### config.mk
export PLATFORM = sky130hd
export DESIGN_NAME = vga_scan_sink
export DESIGN_NICKNAME = d
export VERILOG_FILES = /design/src/rtl/vga_scan_sink.sv
export SDC_FILE = /design/constraint.sdc
export NUM_CORES = 1
export LEC_CHECK = 0
export ABC_AREA = 1
export BUFFER_PORTS_ARGS = -buffer_cell sky130_fd_sc_hd__buf_2
export CAP_MARGIN = 20
export CORE_ASPECT_RATIO = 1.1
export CORE_MARGIN = 10
export CORE_UTILIZATION = 59
export CTS_BUF_LIST = sky130_fd_sc_hd__clkbuf_2
export DETAILED_ROUTE_END_ITERATION = 10
export PLACE_DENSITY = 0.95
export SLEW_MARGIN = 10
export SYNTH_ARGS = -nofsm -noshare
export SYNTH_HDL_FRONTEND = slang
export SYNTH_SLANG_ARGS = --single-unit
### constraint.sdc
create_clock -name clk -period 4.5 [get_ports clk]
set_input_delay 0.225 -clock clk [delete_from_list [all_inputs] [get_ports clk]]
set_output_delay 0.225 -clock clk [all_outputs]
set_load 0.01 [all_outputs]
### src/rtl/vga_scan_sink.sv
// VGA 640x480@60 scan engine: requests game-field pixels at 2x scale and drives
// registered RGB/sync/de, with sync and blank delayed to match the pixel-source latency.
module vga_scan_sink #(
  parameter int          H_ACTIVE     = 640,
  parameter int          H_FP         = 16,
  parameter int          H_SYNC       = 96,
  parameter int          H_BP         = 48,
  parameter int          V_ACTIVE     = 480,
  parameter int          V_FP         = 10,
  parameter int          V_SYNC       = 2,
  parameter int          V_BP         = 33,
  parameter int          GAME_W       = 300,
  parameter int          GAME_H       = 240,
  parameter int          SCALE_SHIFT  = 1,
  parameter int          X_OFF        = 20,
  parameter int          Y_OFF        = 0,
  parameter int          PIX_LAT      = 2,
  parameter logic [23:0] BORDER_COLOR = 24'h000000
) (
  input  logic        clk,
  input  logic        rst_n,
  input  logic        scan_en,
  output logic [9:0]  current_print_row,
  output logic [9:0]  current_print_column,
  input  logic [23:0] background_pixel,
  input  logic        background_pixel_valid,
  output logic [7:0]  vga_r,
  output logic [7:0]  vga_g,
  output logic [7:0]  vga_b,
  output logic        vga_hs,
  output logic        vga_vs,
  output logic        vga_de,
  output logic        frame_start
);

  localparam int H_TOTAL = H_ACTIVE + H_FP + H_SYNC + H_BP;
  localparam int V_TOTAL = V_ACTIVE + V_FP + V_SYNC + V_BP;

  logic [9:0]  hcnt, vcnt;
  logic [10:0] hoff, voff;
  logic        active0, hs0, vs0, ingame0;

  logic        act1, hs1, vs1, ing1;
  logic [PIX_LAT-1:0] act_d, hs_d, vs_d, ing_d;
  logic [23:0] rgb;

  always_ff @(posedge clk or negedge rst_n) begin
    if (!rst_n) begin
      hcnt <= '0;
      vcnt <= '0;
    end else if (!scan_en) begin
      hcnt <= '0;
      vcnt <= '0;
    end else if (hcnt == 10'(H_TOTAL - 1)) begin
      hcnt <= '0;
      vcnt <= (vcnt == 10'(V_TOTAL - 1)) ? '0 : vcnt + 10'd1;
    end else begin
      hcnt <= hcnt + 10'd1;
    end
  end

  // Offsets wrap to large values left of / above the field, so one unsigned
  // compare per axis covers both ends of the game window.
  assign hoff    = {1'b0, hcnt} - 11'(X_OFF);
  assign voff    = {1'b0, vcnt} - 11'(Y_OFF);
  assign active0 = (hcnt < 10'(H_ACTIVE)) && (vcnt < 10'(V_ACTIVE));
  assign hs0     = !((hcnt >= 10'(H_ACTIVE + H_FP)) && (hcnt < 10'(H_ACTIVE + H_FP + H_SYNC)));
  assign vs0     = !((vcnt >= 10'(V_ACTIVE + V_FP)) && (vcnt < 10'(V_ACTIVE + V_FP + V_SYNC)));
  assign ingame0 = (hoff < 11'(GAME_W << SCALE_SHIFT)) && (voff < 11'(GAME_H << SCALE_SHIFT));

  always_ff @(posedge clk or negedge rst_n) begin
    if (!rst_n) begin
      current_print_row    <= '0;
      current_print_column <= '0;
      frame_start          <= 1'b0;
      act1                 <= 1'b0;
      hs1                  <= 1'b1;
      vs1                  <= 1'b1;
      ing1                 <= 1'b0;
    end else begin
      act1        <= scan_en && active0;
      hs1         <= !scan_en || hs0;
      vs1         <= !scan_en || vs0;
      ing1        <= scan_en && ingame0;
      frame_start <= scan_en && (hcnt == 10'd0) && (vcnt == 10'd0);
      if (scan_en && ingame0) begin
        current_print_column <= 10'(hoff >> SCALE_SHIFT);
        current_print_row    <= 10'(voff >> SCALE_SHIFT);
      end else begin
        current_print_column <= '0;
        current_print_row    <= '0;
      end
    end
  end

  always_ff @(posedge clk or negedge rst_n) begin
    if (!rst_n) begin
      act_d <= '0;
      hs_d  <= '1;
      vs_d  <= '1;
      ing_d <= '0;
    end else begin
      act_d[0] <= act1;
      hs_d[0]  <= hs1;
      vs_d[0]  <= vs1;
      ing_d[0] <= ing1;
      for (int i = 1; i < PIX_LAT; i++) begin
        act_d[i] <= act_d[i-1];
        hs_d[i]  <= hs_d[i-1];
        vs_d[i]  <= vs_d[i-1];
        ing_d[i] <= ing_d[i-1];
      end
    end
  end

  always_ff @(posedge clk or negedge rst_n) begin
    if (!rst_n) begin
      rgb    <= '0;
      vga_hs <= 1'b1;
      vga_vs <= 1'b1;
      vga_de <= 1'b0;
    end else begin
      vga_de <= act_d[PIX_LAT-1];
      vga_hs <= hs_d[PIX_LAT-1];
      vga_vs <= vs_d[PIX_LAT-1];
      if (!act_d[PIX_LAT-1])
        rgb <= '0;
      else if (!ing_d[PIX_LAT-1] || !background_pixel_valid)
        rgb <= BORDER_COLOR;
      else
        rgb <= background_pixel;
    end
  end

  assign vga_r = rgb[23:16];
  assign vga_g = rgb[15:8];
  assign vga_b = rgb[7:0];

endmodule

After elaboration in Yosys (flattened, before gate mapping)
Index checks and enable logic that the tools add are counted.
{ "totals": {"in_bits": 28, "regBits": 80, "output_inout_bits": 48, "word_cells": 58} }
{ "classes": {"mux": 9, "addsub": 3, "n_reduce_logical": 18, "order_cmp": 8, "n_eq_ne": 3} }
{ "op_table": {"columns": ["op", "count"], "rows": [
  ["$mux 10", 6],
  ["$mux 24", 2],
  ["$lt 10x9->1 const B", 3],
  ["$add 10x1->10 const B", 2],
  ["$eq 10x10->1 const B", 2],
  ["$logic_not 10->1", 2],
  ["$lt 10x10->1 const B", 2],
  ["$lt 11x10->1 const B", 1],
  ["$sub 10x5->11 const B", 1],
  ["$ge 10x10->1 const B", 1],
  ["$ge 10x9->1 const B", 1],
  ["$mux 9", 1],
  ["$logic_and 1x1->1", 8],
  ["$logic_not 1->1", 5],
  ["$logic_or 1x1->1", 3],
  ["$ne 2x1->1 const B", 1]
]} }

Logic depth before layout (Yosys ltp)
Gate-level depths: netlist of the first run.
{ "logic_depth": {"word_depth": 5, "ltp_mapped": 14} }

Worst setup path before layout of the first run
Ideal clock, no wire load.
{ "synth_timing": {"path_kind": "reg2reg", "from": "register hcnt[2]", "to": "register current_print_column[6]", "period_less_slack_ns": 1.680, "required_time_ns": 4.384, "t_arrival_ns": 1.564, "stages_incl_launch_ff": 15, "setup_time_ns": 0.116, "path_slack_ns": 2.820, "path_cell_list": "dfrtp_1 inv_1 ha_1 inv_1 nand2_2 nand2_2 inv_2 nand3_2 nand2_1 clkinv_1 nand3_1 nand2_2 nand2_4 buf_8 nor2_1"} }
{ "synth_via": {"elab_chain_cells": 5} }
{ "synth_lines": {"columns": ["item", "line", "text"], "rows": [
  ["from (decl)", "39", "logic [9:0] hcnt, vcnt;"],
  ["from (signal assigned)", "58", "hcnt <= hcnt + 10'd1;"],
  ["$sub 10x5->11 *", "64", "assign hoff = {1'b0, hcnt} - 11'(X_OFF);"],
  ["$lt 11x10->1", "69", "assign ingame0 = (hoff < 11'(GAME_W << SCALE_SHIFT)) && (voff < 11'(GAME_H << SCALE_SHIFT));"],
  ["$logic_and 1x1->1", "69", null],
  ["$logic_and 1x1->1", "86", "if (scan_en && ingame0) begin"],
  ["$mux 10 *", "86", null],
  ["to (signal assigned)", "87", "current_print_column <= 10'(hoff >> SCALE_SHIFT);"],
  ["to (decl)", "24", "output logic [9:0] current_print_column,"]
]} }
Mark *: on every way between the ends. The rest lies on a longest branch, timed or not.
A chain may end at the register's enable or synchronous reset.

Worst setup path after layout of the first run
{ "layout_timing": {"from": "register hcnt[2]", "to": "register current_print_row[0]"} }
{ "layout_via": {"elab_chain_cells": 5} }
{ "layout_lines": {"columns": ["item", "line", "text"], "rows": [
  ["$sub 10x5->11", "64", null],
  ["$lt 11x10->1", "69", null],
  ["$logic_and 1x1->1", "69", null],
  ["$logic_and 1x1->1", "86", null],
  ["$mux 9", "86", null],
  ["to (signal assigned)", "88", "current_print_row <= 10'(voff >> SCALE_SHIFT);"],
  ["to (decl)", "23", "output logic [9:0] current_print_row,"]
]} }
Every way passes these cells.

==> results of run 1 <==
-- cell usage after synthesis, types with 3 or more instances --
library cell  number  area share [%]
dfrtp_1           71              55
inv_1             55             6.4
nor2_1            49             5.7
nand2_1           43             5.0
nand3_1           14             2.2
nand4_1           12             2.3
o21ai_0           12             1.9
dfstp_2            8             6.5
nor2_2             8             1.6
nor3_1             8             1.2
a21oi_1            7             1.1
ha_1               7             2.7
nand2_2            6             1.2
inv_2              5            0.58
buf_2              3            0.47
nor4_1             3            0.58
xor2_1             3            0.82
-- stage by stage --
stage	utilization, %	cell area [µm²]	power [mW]	instances	worst slack (ns)
floorplan	-	3220	0.755	334	2.82
global placement	68.5	3650	0.787	477	2.76
detailed placement	68.5	3650	0.789	477	2.59
CTS	75.3	4010	1.16	518	2.56
global route	75.4	4010	1.22	518	2.23
finish	75.4	4010	1.18	518	2.32
-- flip-flops by register name, summed over array words and instances, names as in the netlist, 2 cells and up --
signal / cells
act_d: 2
current_print_column: 10
current_print_row: 9
hcnt: 10
hs_d: 2
ing_d: 2
rgb: 24
vcnt: 10
vs_d: 2
-- layout by cell type, fill, tap and decap left out, drive strengths merged, types with 10 or more instances in the layout --
master        n
nor2         58
o21ai        13
dlygate4sd3  25
dfrtp        71
nand2        50
nand3        15
inv          60
clkbuf       10
nand4        12
buf          75
-- report_power, final --
group          switching [mW]  total (mW)  internal, mW
clock network           0.250       0.380         0.130
logic                  0.0463      0.0794        0.0331
registers             0.00467       0.722         0.717
total                   0.301        1.18         0.880
-- worst register-to-register path: cells and delay by family (launching register included) --
family,cells,cell delay [ns]
simple gates,8,0.95
fa+ha+maj,1,0.22
flops,1,0.51
buf+inv,4,0.41
-- logic make-up after synthesis --
kind of cell	Yosys count	share of synthesized area, %
buffers and inverters	68	8.53
adders and majority gates	7	2.73
other	1	0.117
AOI/OAI and AO/OA	25	4.36
and+or+nand+nor	147	21.1
DFF	79	61.8
xor gates and xnor gates	5	1.36
-- worst max path at each step --
stage            start                      end  cells after the start
6_report       hcnt[2]     current_print_row[0]                     13
5_1_grt        hcnt[2]     current_print_row[0]                     13
4_1_cts        hcnt[2]     current_print_row[6]                     13
3_5_place_dp   hcnt[2]     current_print_row[2]                     13
3_3_place_gp   hcnt[2]     current_print_row[1]                     13
2_1_floorplan  hcnt[2]  current_print_column[6]                     14
-- area by class of cell --
type / instances / area [µm²]
clock buffer: 10 / 50.0
clock inverter: 6 / 62.6
multi-input combinational: 187 / 960
inverter: 61 / 229
tap: 75 / 93.8
timing repair buffer: 100 / 631
fill: 301 / 1310
sequential: 79 / 1990
-- routing by layer --
layer | vias up | share of wire (%) | wire [µm] | global-route usage (%)
li1 | 1236 | - | - | -
met1 | 1339 | 36 | 3640 | 25.4
met2 | 258 | 48 | 4890 | 39.1
met3 | 63 | 11 | 1090 | 7.26
met4 | 0 | 5.5 | 556 | 13.7
met5 | - | 0 | 0 | 0
==> reports/summary.txt, run 1 <==
CP most frequent cell -> nand2_2
WHS -> 0.0347 ns
first-pass GRT wire length -> 16200 µm
part of the cycle the worst path needs -> 48.5%
WHS Endpoint -> vcnt[3]
max incr delay on CP -> 0.51 ns
DIE HEIGHT -> 97.4 µm
EDFF count, synth -> 0
synth-to-layout area growth -> 24.9%
core area -> 5330 µm²
vias in the first global route -> 3062
Hold Startpoint -> scan_en
number of port buffers -> 74
NumNets Final -> 473
DR WL/cell -> 19.6 µm
Die X -> 90.4 µm
Crit Path Class -> reg -> reg
Syn Std Cell Area -> 3210 µm²
Post-CTS Hold Fix Bufs -> 25
Req. time, crit path -> 4.93 ns
Clock Sinks -> 79
htree depth -> 3
full die area -> 8800 µm²
CTS Buf Count -> 9
Antenna Cells -> 0
Top delay family on crit path -> simple AND/OR/NAND/NOR gates
initial DRC count -> 380
Seq/Total Area, Yosys -> 61.8%
Final setup viols -> 0
reg2reg start -> hcnt[2]
WP buf/inv -> 4
max_slew headroom -> 37.9%
clk root buf -> clkbuf_2
Hold Fails Final Rpt -> 0
number of remaining DRC errors -> 0
Skew-Pair Late Insertion Delay -> 0.57 ns
row cnt -> 28
Worst Tran Pin Value -> 0.928 ns
Leak -> 2.32 nW
max cap viols -> 0
CP arrival -> 2.61 ns
dominant synthesized flop cell -> dfrtp_1
Vias/cell -> 5.59
Vias -> 2896
Async SR Flop Fraction -> 100%
RSZ-0062 raised after global routing -> false
starting density of the core -> 60.3%
Pre-antenna DRT Iters -> 7
Seq cells post-synth -> 79
Achievable Freq -> 459 MHz
Final Skew -> 0.0480 ns
remaining global-route overflow -> 0
Worst path slowest cell -> dfrtp_1
CP Launch Type -> flop
layout cells sized above 1 -> 27.5%
Max Fanout on Critical Path -> 18
flop2flop setup slack -> 2.32 ns
Final min period -> 2.18 ns
setup_tns -> 0 ns
CTS tree -> built
Final Wtd Congestion -> 0.933
final HPWL from detailed placement -> 5820 µm
maximum vdd drop -> 0.187 mV
unique cell type count in the Yosys netlist -> 31
gr usage total -> 23.4%
critical path, cell by cell -> inv_1 > ha_1 > inv_1 > nand2_2 > nand2_2 > inv_2 > nand3_2 > nand2_1 > clkinv_1 > nand3_1 > nand2_2 > nand2_4 > nor2_1
Syn Inst Count -> 332
DRT Wirelength -> 10200 µm
clk slew on worst S/H paths -> 0.22 ns
# Post-CTS Setup Buffers -> 0
I/O pin count -> 76
RR Endpoint -> current_print_row[0]
YS warnings -> 0
status -> finished clean
hold depth -> 3
power density over the cells -> 294 nW/µm²
Slew Limit Fails -> 0
largest buffer count on any clock path -> 2
synthesized area per cell -> 9.68 µm²
path type of the worst min-delay path -> in -> reg
Worst R2R Path Depth -> 13
largest net degree at the start of global routing -> 53
initial antenna violation count -> 0
Routed Antenna Nets -> 0
Setup crit end kind -> flop
PostCTS Resize Cnt -> 0
No activity file was read; power rests on OpenSTA's default activity.
==> run 2: changes to the inputs <==
--- a/config.mk
+++ b/config.mk
@@ -10,10 +10,10 @@
 export CAP_MARGIN = 20
 export CORE_ASPECT_RATIO = 1.1
 export CORE_MARGIN = 10
-export CORE_UTILIZATION = 59
+export CORE_UTILIZATION = 50
 export CTS_BUF_LIST = sky130_fd_sc_hd__clkbuf_2
 export DETAILED_ROUTE_END_ITERATION = 10
-export PLACE_DENSITY = 0.95
+export PLACE_DENSITY = 0.87
 export SLEW_MARGIN = 10
 export SYNTH_ARGS = -nofsm -noshare
 export SYNTH_HDL_FRONTEND = slang
==> constraint.sdc (replaced) <==
create_clock -name clk -period 2 [get_ports clk]
set_input_delay 0.1 -clock clk [delete_from_list [all_inputs] [get_ports clk]]
set_output_delay 0.1 -clock clk [all_outputs]
set_load 0.01 [all_outputs]
==> reports/summary.txt, run 2 (synthesis gave the netlist of run 1 again) <==
layout cells sized above 1 -> 27.8% (was 27.5%)
CP Launch Type -> flop (unchanged)
full die area -> 10000 µm² (was 8800 µm²)
WP buf/inv -> 4 (unchanged)
Top delay family on crit path -> simple AND/OR/NAND/NOR gates (unchanged)
Final Skew -> 0.0259 ns (was 0.0480 ns)
DR WL/cell -> 16.0 µm (was 19.6 µm)
vias in the first global route -> 2728 (was 3062)
Routed Antenna Nets -> 0 (unchanged)
gr usage total -> 17.3% (was 23.4%)
htree depth -> 3 (unchanged)
FILL cells -> 410 (was 301)
Hold Fails Final Rpt -> 0 (unchanged)
part of the cycle the worst path needs -> 89.9% (was 48.5%)
max FFs per register -> 24 (unchanged)
CTS tree -> built (unchanged)
DIE HEIGHT -> 104 µm (was 97.4 µm)
CP most frequent cell -> nand2_2 (unchanged)
Max Fanout on Critical Path -> 18 (unchanged)
crit path capture -> current_print_column[8] (was current_print_row[0])
CTS Buf Count -> 9 (unchanged)
DRT Wirelength -> 8450 µm (was 10200 µm)
Final setup viols -> 0 (unchanged)
synth-to-layout area growth -> 27.1% (was 24.9%)
Final min period -> 1.80 ns (was 2.18 ns)
starting density of the core -> 51.9% (was 60.3%)
critical path, cell by cell -> inv_1 > ha_1 > inv_1 > nand2_2 > nand2_2 > inv_2 > nand3_2 > nand2_1 > clkinv_1 > nand3_1 > nand2_2 > nand2_8 > nor2_2 (was inv_1 > ha_1 > inv_1 > nand2_2 > nand2_2 > inv_2 > nand3_2 > nand2_1 > clkinv_1 > nand3_1 > nand2_2 > nand2_4 > nor2_1)
largest net degree at the start of global routing -> 32 (was 53)
GR Layer Usage met2 -> 29.6% (was 39.1%)
I/O pin count -> 76 (unchanged)
row cnt -> 30 (was 28)
initial DRC count -> 177 (was 380)
number of port buffers -> 74 (unchanged)
path type of the worst min-delay path -> in -> reg (unchanged)
initial antenna violation count -> 0 (unchanged)
gr busiest metal -> met2 (unchanged)
maximum vdd drop -> 0.277 mV (was 0.187 mV)
clk root buf -> clkbuf_2 (unchanged)
M1 GR Usage -> 19.4% (was 25.4%)
remaining global-route overflow -> 0 (unchanged)
Crit Path Class -> reg -> reg (unchanged)
Crit. Startpoint -> hcnt[2] (unchanged)
flop2flop setup slack -> 0.20 ns (was 2.32 ns)
Achievable Freq -> 556 MHz (was 459 MHz)
Slew Limit Fails -> 0 (unchanged)
reg2reg start -> hcnt[2] (unchanged)
Clock Sinks -> 79 (unchanged)
commonest non-fill, non-tap cell in the layout -> buf_2 (unchanged)
Vias/cell -> 4.98 (was 5.59)
setup_tns -> 0 ns (unchanged)
CP arrival -> 2.24 ns (was 2.61 ns)
# Post-CTS Setup Buffers -> 0 (unchanged)
status -> finished clean (unchanged)
RR Endpoint -> current_print_column[8] (was current_print_row[0])
max cap viols -> 0 (unchanged)
WP depth -> 13 (unchanged)
Worst path slowest cell -> dfrtp_2 (was dfrtp_1)
clk slew on worst S/H paths -> 0.21 ns (was 0.22 ns)
Design Area, Final -> 4080 µm² (was 4010 µm²)
NumNets Final -> 479 (was 473)
largest buffer count on any clock path -> 2 (unchanged)
Req. time, crit path -> 2.44 ns (was 4.93 ns)
first-pass GRT wire length -> 13700 µm (was 16200 µm)
Vias -> 2637 (was 2896)
number of remaining DRC errors -> 0 (unchanged)
Setup crit end kind -> flop (unchanged)
Final Wtd Congestion -> 0.917 (was 0.933)
dpl cell area -> 3690 µm² (was 3650 µm²)
Antenna Cells -> 0 (unchanged)
largest reg by FF count -> rgb (unchanged)
core area -> 6190 µm² (was 5330 µm²)
Pre-antenna DRT Iters -> 6 (was 7)
Skew-Pair Late Insertion Delay -> 0.54 ns (was 0.57 ns)
RSZ-0062 raised after global routing -> false (unchanged)
power density over the cells -> 632 nW/µm² (was 294 nW/µm²)
Leak -> 2.31 nW (was 2.32 nW)
max incr delay on CP -> 0.50 ns (was 0.51 ns)
M3 GR Usage -> 5.78% (was 7.26%)
final HPWL from detailed placement -> 5570 µm (was 5820 µm)
most frequent cells in the layout -> buf_2, dfrtp_1, inv_1 (unchanged)
Die X -> 96.4 µm (was 90.4 µm)
Worst R2R Path Depth -> 13 (unchanged)
-- run 2: cell count changes in the layout (fill, tap and decap cells not counted), moves of 2 or more --
cell,delta
buf_4,+2
clkinv_2,-3
clkinvlp_4,+2
dlygate4sd3_1,+3
inv_6,+2
-- run 2: power breakdown --
| part | leakage (nW) | switching, mW | internal, mW |
|---|---|---|---|
| registers | 1.06 | 0.00827 | 1.61 |
| logic | 1.19 | 0.0986 | 0.0831 |
| clock network | 0.0585 | 0.597 | 0.179 |
| total | 2.31 | 0.704 | 1.88 |
-- run 2: how the worst min path moves through the flow --
stage	startpoint	cells past startpoint	endpoint	slack, ns
after floorplan	rst_n	0	act1	-0.20
final	background_pixel_valid	3	rgb[17]	0.06
after CTS	background_pixel_valid	3	rgb[1]	0.03
after global placement	rst_n	1	rgb[10]	0.05
after detailed placement	rst_n	1	rgb[10]	0.05
after global routing	background_pixel_valid	3	rgb[1]	0.09
-- run 2: timing repair --
item | in CTS | in global routing
resized for setup | 0 | 2
hold buffers | 28 | 0
hold endpoints to repair | 115 | 0
setup endpoints to repair | 0 | 13
-- run 2: cell type report --
| class | instances | area (µm²) | share of cell area, % |
|---|---|---|---|
| clock buffers | 9 | 45.0 | 1.10 |
| clock inverters | 7 | 56.3 | 1.38 |
| inverters | 61 | 229 | 5.61 |
| multi-input cells | 187 | 968 | 23.7 |
| flip-flops and latches | 79 | 1990 | 48.7 |
| well taps | 80 | 100 | 2.45 |
| repair buffers | 106 | 696 | 17.0 |
-- run 2: routing by layer --
layer	part of all wire, %	up-vias
li1	-	1250
met1	36	1241
met2	51	129
met3	11	17
met4	1.5	0
met5	0	-
-- run 2: worst register-to-register path: cells and delay by family (launching register included) --
family / cells / cell delay, ns
flops: 1 / 0.50
buf+inv: 4 / 0.31
fa+ha+maj: 1 / 0.20
simple gates: 8 / 0.71
-- run 2: per-stage QoR --
stage / total power [mW] / hold WS (ns) / setup slack (ns) / cells / util [%]
2_1_floorplan: 1.70 / -0.196 / 0.320 / 334 / -
3_3_place_gp: 1.78 / 0.0451 / 0.262 / 485 / 59.6
3_5_place_dp: 1.78 / 0.0505 / 0.173 / 485 / 59.6
4_1_cts: 2.58 / 0.0253 / 0.153 / 529 / 65.8
5_1_grt: 2.67 / 0.0910 / 0.0496 / 529 / 65.9
6_report: 2.58 / 0.0624 / 0.203 / 529 / 65.9
==> run 3: changes to the inputs <==
--- a/config.mk
+++ b/config.mk
@@ -5,15 +5,15 @@
 export SDC_FILE = /design/constraint.sdc
 export NUM_CORES = 1
 export LEC_CHECK = 0
-export ABC_AREA = 1
+export ABC_AREA = 0
 export BUFFER_PORTS_ARGS = -buffer_cell sky130_fd_sc_hd__buf_2
 export CAP_MARGIN = 20
 export CORE_ASPECT_RATIO = 1.1
 export CORE_MARGIN = 10
-export CORE_UTILIZATION = 50
+export CORE_UTILIZATION = 59
 export CTS_BUF_LIST = sky130_fd_sc_hd__clkbuf_2
 export DETAILED_ROUTE_END_ITERATION = 10
-export PLACE_DENSITY = 0.87
+export PLACE_DENSITY = 0.95
 export SLEW_MARGIN = 10
 export SYNTH_ARGS = -nofsm -noshare
 export SYNTH_HDL_FRONTEND = slang
==> constraint.sdc (replaced) <==
create_clock -name clk -period 2.3 [get_ports clk]
set_input_delay 0.115 -clock clk [delete_from_list [all_inputs] [get_ports clk]]
set_output_delay 0.115 -clock clk [all_outputs]
set_load 0.01 [all_outputs]
==> reports/summary.txt, run 3 <==
Vias -> 2644 (was 2637)
CP Launch Type -> flop (unchanged)
Achievable Freq -> 447 MHz (was 556 MHz)
Comb power frac -> 6.2% (was 7.0%)
FILL cells -> 288 (was 410)
post-synth top area share -> 54.4% (was 55.3%)
Die X -> 91.0 µm (was 96.4 µm)
Final setup viols -> 0 (unchanged)
clk slew on worst S/H paths -> 0.25 ns (was 0.21 ns)
RSZ-0062 raised after global routing -> false (unchanged)
commonest non-fill, non-tap cell in the layout -> buf_2 (unchanged)
initial DRC count -> 343 (was 177)
cell taking the most area after synthesis -> dfrtp_1 (unchanged)
synth-to-layout area growth -> 26.3% (was 27.1%)
remaining global-route overflow -> 0 (unchanged)
DR WL/cell -> 22.7 µm (was 16.0 µm)
YS warnings -> 0 (unchanged)
Skew-Pair Late Insertion Delay -> 0.55 ns (was 0.54 ns)
gr usage total -> 23.9% (was 17.3%)
internal cell power -> 1.95 mW (was 1.88 mW)
largest reg by FF count -> rgb (unchanged)
max cap viols -> 0 (unchanged)
number of port buffers -> 74 (unchanged)
CP arrival -> 2.70 ns (was 2.24 ns)
RR Endpoint -> current_print_row[2] (was current_print_column[8])
power density over the cells -> 621 nW/µm² (was 632 nW/µm²)
Post-Route Utilization -> 76.5% (was 65.9%)
number of remaining DRC errors -> 0 (unchanged)
Final Wtd Congestion -> 0.877 (was 0.917)
sw power -> 0.616 mW (was 0.704 mW)
largest net degree at the start of global routing -> 34 (was 32)
EDFF count, synth -> 0 (unchanged)
max incr delay on CP -> 0.60 ns (was 0.50 ns)
WHS -> 0.0872 ns (was 0.0624 ns)
Setup crit end kind -> flop (unchanged)
part of the cycle the worst path needs -> 97.3% (was 89.9%)
Antenna Cells -> 0 (unchanged)
Req. time, crit path -> 2.76 ns (was 2.44 ns)
full die area -> 8920 µm² (was 10000 µm²)
Sw Ratio -> 24.0% (was 27.3%)
dpl cell area -> 3710 µm² (was 3690 µm²)
Design Area, Final -> 4130 µm² (was 4080 µm²)
Syn Inst Count -> 278 (was 332)
unique cell type count in the Yosys netlist -> 53 (was 31)
Seq cells post-synth -> 79 (unchanged)
Syn Std Cell Area -> 3270 µm² (was 3210 µm²)
flop2flop setup slack -> 0.06 ns (was 0.20 ns)
Finished Layout Cells -> 463 (was 529)
ranking of synthesized cells by area -> dfrtp_1, dfstp_2, and2_1 (was dfrtp_1, dfstp_2, inv_1)
synthesized area per cell -> 11.8 µm² (was 9.68 µm²)
Synth Area in Simple Gates -> 20.6% (was 21.1%)
Vias/cell -> 5.71 (was 4.98)
Post-Place Cells -> 421 (was 485)
Routed Antenna Nets -> 0 (unchanged)
status -> finished clean (unchanged)
critical path, cell by cell -> or3_4 > nor2_1 > xor2_1 > o41a_4 > and2b_1 (was inv_1 > ha_1 > inv_1 > nand2_2 > nand2_2 > inv_2 > nand3_2 > nand2_1 > clkinv_1 > nand3_1 > nand2_2 > nand2_8 > nor2_2)
CTS Buf Count -> 9 (unchanged)
reg2reg start -> hcnt[6] (was hcnt[2])
Hold Fails Final Rpt -> 0 (unchanged)
Final min period -> 2.24 ns (was 1.80 ns)
Crit. Startpoint -> hcnt[6] (was hcnt[2])
Clock Sinks -> 79 (unchanged)
maximum vdd drop -> 0.469 mV (was 0.277 mV)
DRT Wirelength -> 10500 µm (was 8450 µm)
I/O pin count -> 76 (unchanged)
clock power share -> 38.8% (was 30.1%)
Compound-Gate Fraction of Synth Area -> 7.81% (was 4.36%)
max FFs per register -> 24 (unchanged)
most common cell in the synthesized netlist -> dfrtp_1 (unchanged)
path type of the worst min-delay path -> in -> async (was in -> reg)
htree depth -> 3 (unchanged)
Flop pwr share -> 55.0% (was 62.9%)
total chip power -> 2.56 mW (was 2.58 mW)
Pre-antenna DRT Iters -> 5 (was 6)
row cnt -> 28 (was 30)
max_slew headroom -> 54.6%
Commonest cells post-synth -> dfrtp_1, nor2_1, and2_1, nand2_1, inv_1 (was dfrtp_1, inv_1, nor2_1, nand2_1, nand3_1)
DIE HEIGHT -> 98.1 µm (was 104 µm)
Post-Synth Adder-Cell Area -> 2.68% (was 2.73%)
final HPWL from detailed placement -> 5950 µm (was 5570 µm)
starting density of the core -> 60.6% (was 51.9%)
Slew Limit Fails -> 0 (unchanged)
largest buffer count on any clock path -> 2 (unchanged)
layout cells sized above 1 -> 29.9% (was 27.8%)
PostCTS Resize Cnt -> 0 (unchanged)
Leak -> 2.12 nW (was 2.31 nW)
clk root buf -> clkbuf_2 (unchanged)
Post-Synth XOR/XNOR Area -> 3.75% (was 1.36%)
Worst Tran Pin Value -> 0.682 ns
vias in the first global route -> 2709 (was 2728)
CTS tree -> built (unchanged)
setup slack at placement -> 0.232 ns (was 0.173 ns)
multiplexer share of the synthesized area -> 0% (unchanged)
Async SR Flop Fraction -> 100% (unchanged)
dominant synthesized flop cell -> dfrtp_1 (unchanged)
main combinational cell family by area after synthesis -> simple AND/OR/NAND/NOR gates (unchanged)
first-pass GRT wire length -> 16500 µm (was 13700 µm)
Crit Path Class -> reg -> reg (unchanged)
most frequent cells in the layout -> buf_2, dfrtp_1, nor2_1 (was buf_2, dfrtp_1, inv_1)
Max Fanout on Critical Path -> 15 (was 18)
Seq/Total Area, Yosys -> 60.8% (was 61.8%)
Final Skew -> 0.0403 ns (was 0.0259 ns)
NumNets Final -> 418 (was 479)
Worst path slowest cell -> dfrtp_1 (was dfrtp_2)
setup_tns -> 0 ns (unchanged)
Final WS setup -> 0.0613 ns (was 0.203 ns)
initial antenna violation count -> 0 (unchanged)
core area -> 5400 µm² (was 6190 µm²)
Worst R2R Path Depth -> 5 (was 13)
## run 3: cell types whose count changed after synthesis, sizes merged, moves of 4 or more
cell,change
inv,-47
nand2,-34
nor2,-30
and2,+26
nand4,-9
and3,+8
nand3,-8
xnor2,+7
a21oi,-6
and2b,+6
nor2b,+6
buf,+4
nor3,-4
## run 3: layout make-up
cell class              instances  area, µm²  share of cell area (%)
flip-flops and latches         79       1990                    48.2
inverters                      13       48.8                    1.18
well taps                      75       93.8                    2.27
multi-input cells             174       1150                    27.8
clock inverters                 6        110                    2.67
repair buffers                106        688                    16.7
clock buffers                  10       50.0                    1.21
## run 3: routing by layer
| layer | GRT usage [%] | vias to the layer above | wire length [µm] |
|---|---|---|---|
| met4 | 6.27 | 0 | 182 |
| met5 | 0 | - | 0 |
| met3 | 7.73 | 22 | 1110 |
| met1 | 29.0 | 1302 | 4070 |
| li1 | - | 1123 | - |
| met2 | 40.0 | 197 | 5130 |
## run 3: worst max path at each step
stage                                   end  depth (start not counted)
global route           current_print_row[2]                          5
detailed placement     current_print_row[6]                          5
finish                 current_print_row[2]                          5
floorplan           current_print_column[3]                          9
CTS                    current_print_row[1]                          5
global placement                    vcnt[4]                          5
## run 3: cells by family (layout without fill, tap and decap cells)
logic type | Yosys count | in the layout
AOI/OAI and AO/OA | 31 | 31
xor gates and xnor gates | 14 | 14
adders and majority gates | 7 | 7
buffers and inverters | 27 | 135
DFF | 79 | 79
other | 1 | 3
and+or+nand+nor | 119 | 119
## run 3: repair_timing
| item | 4_1_cts | 5_1_grt |
|---|---|---|
| hold buffers | 26 | 0 |
| hold endpoints to repair | 73 | 0 |
| setup buffers | 0 | 0 |
| setup endpoints to repair | 0 | 0 |
## run 3: worst max-delay path: cells and delay by family (launching register included)
family,cells,cell delay [ns]
flops,1,0.60
compound gates,1,0.48
simple gates,3,0.95
xor+xnor,1,0.15
## run 3: power groups by stage
stage	logic [mW]	clock network, mW	registers (mW)
2_1_floorplan	0.0423	0	1.43
3_3_place_gp	0.111	0	1.43
3_5_place_dp	0.117	0	1.43
4_1_cts	0.156	0.959	1.41
5_1_grt	0.174	1.05	1.41
6_report	0.160	0.994	1.41
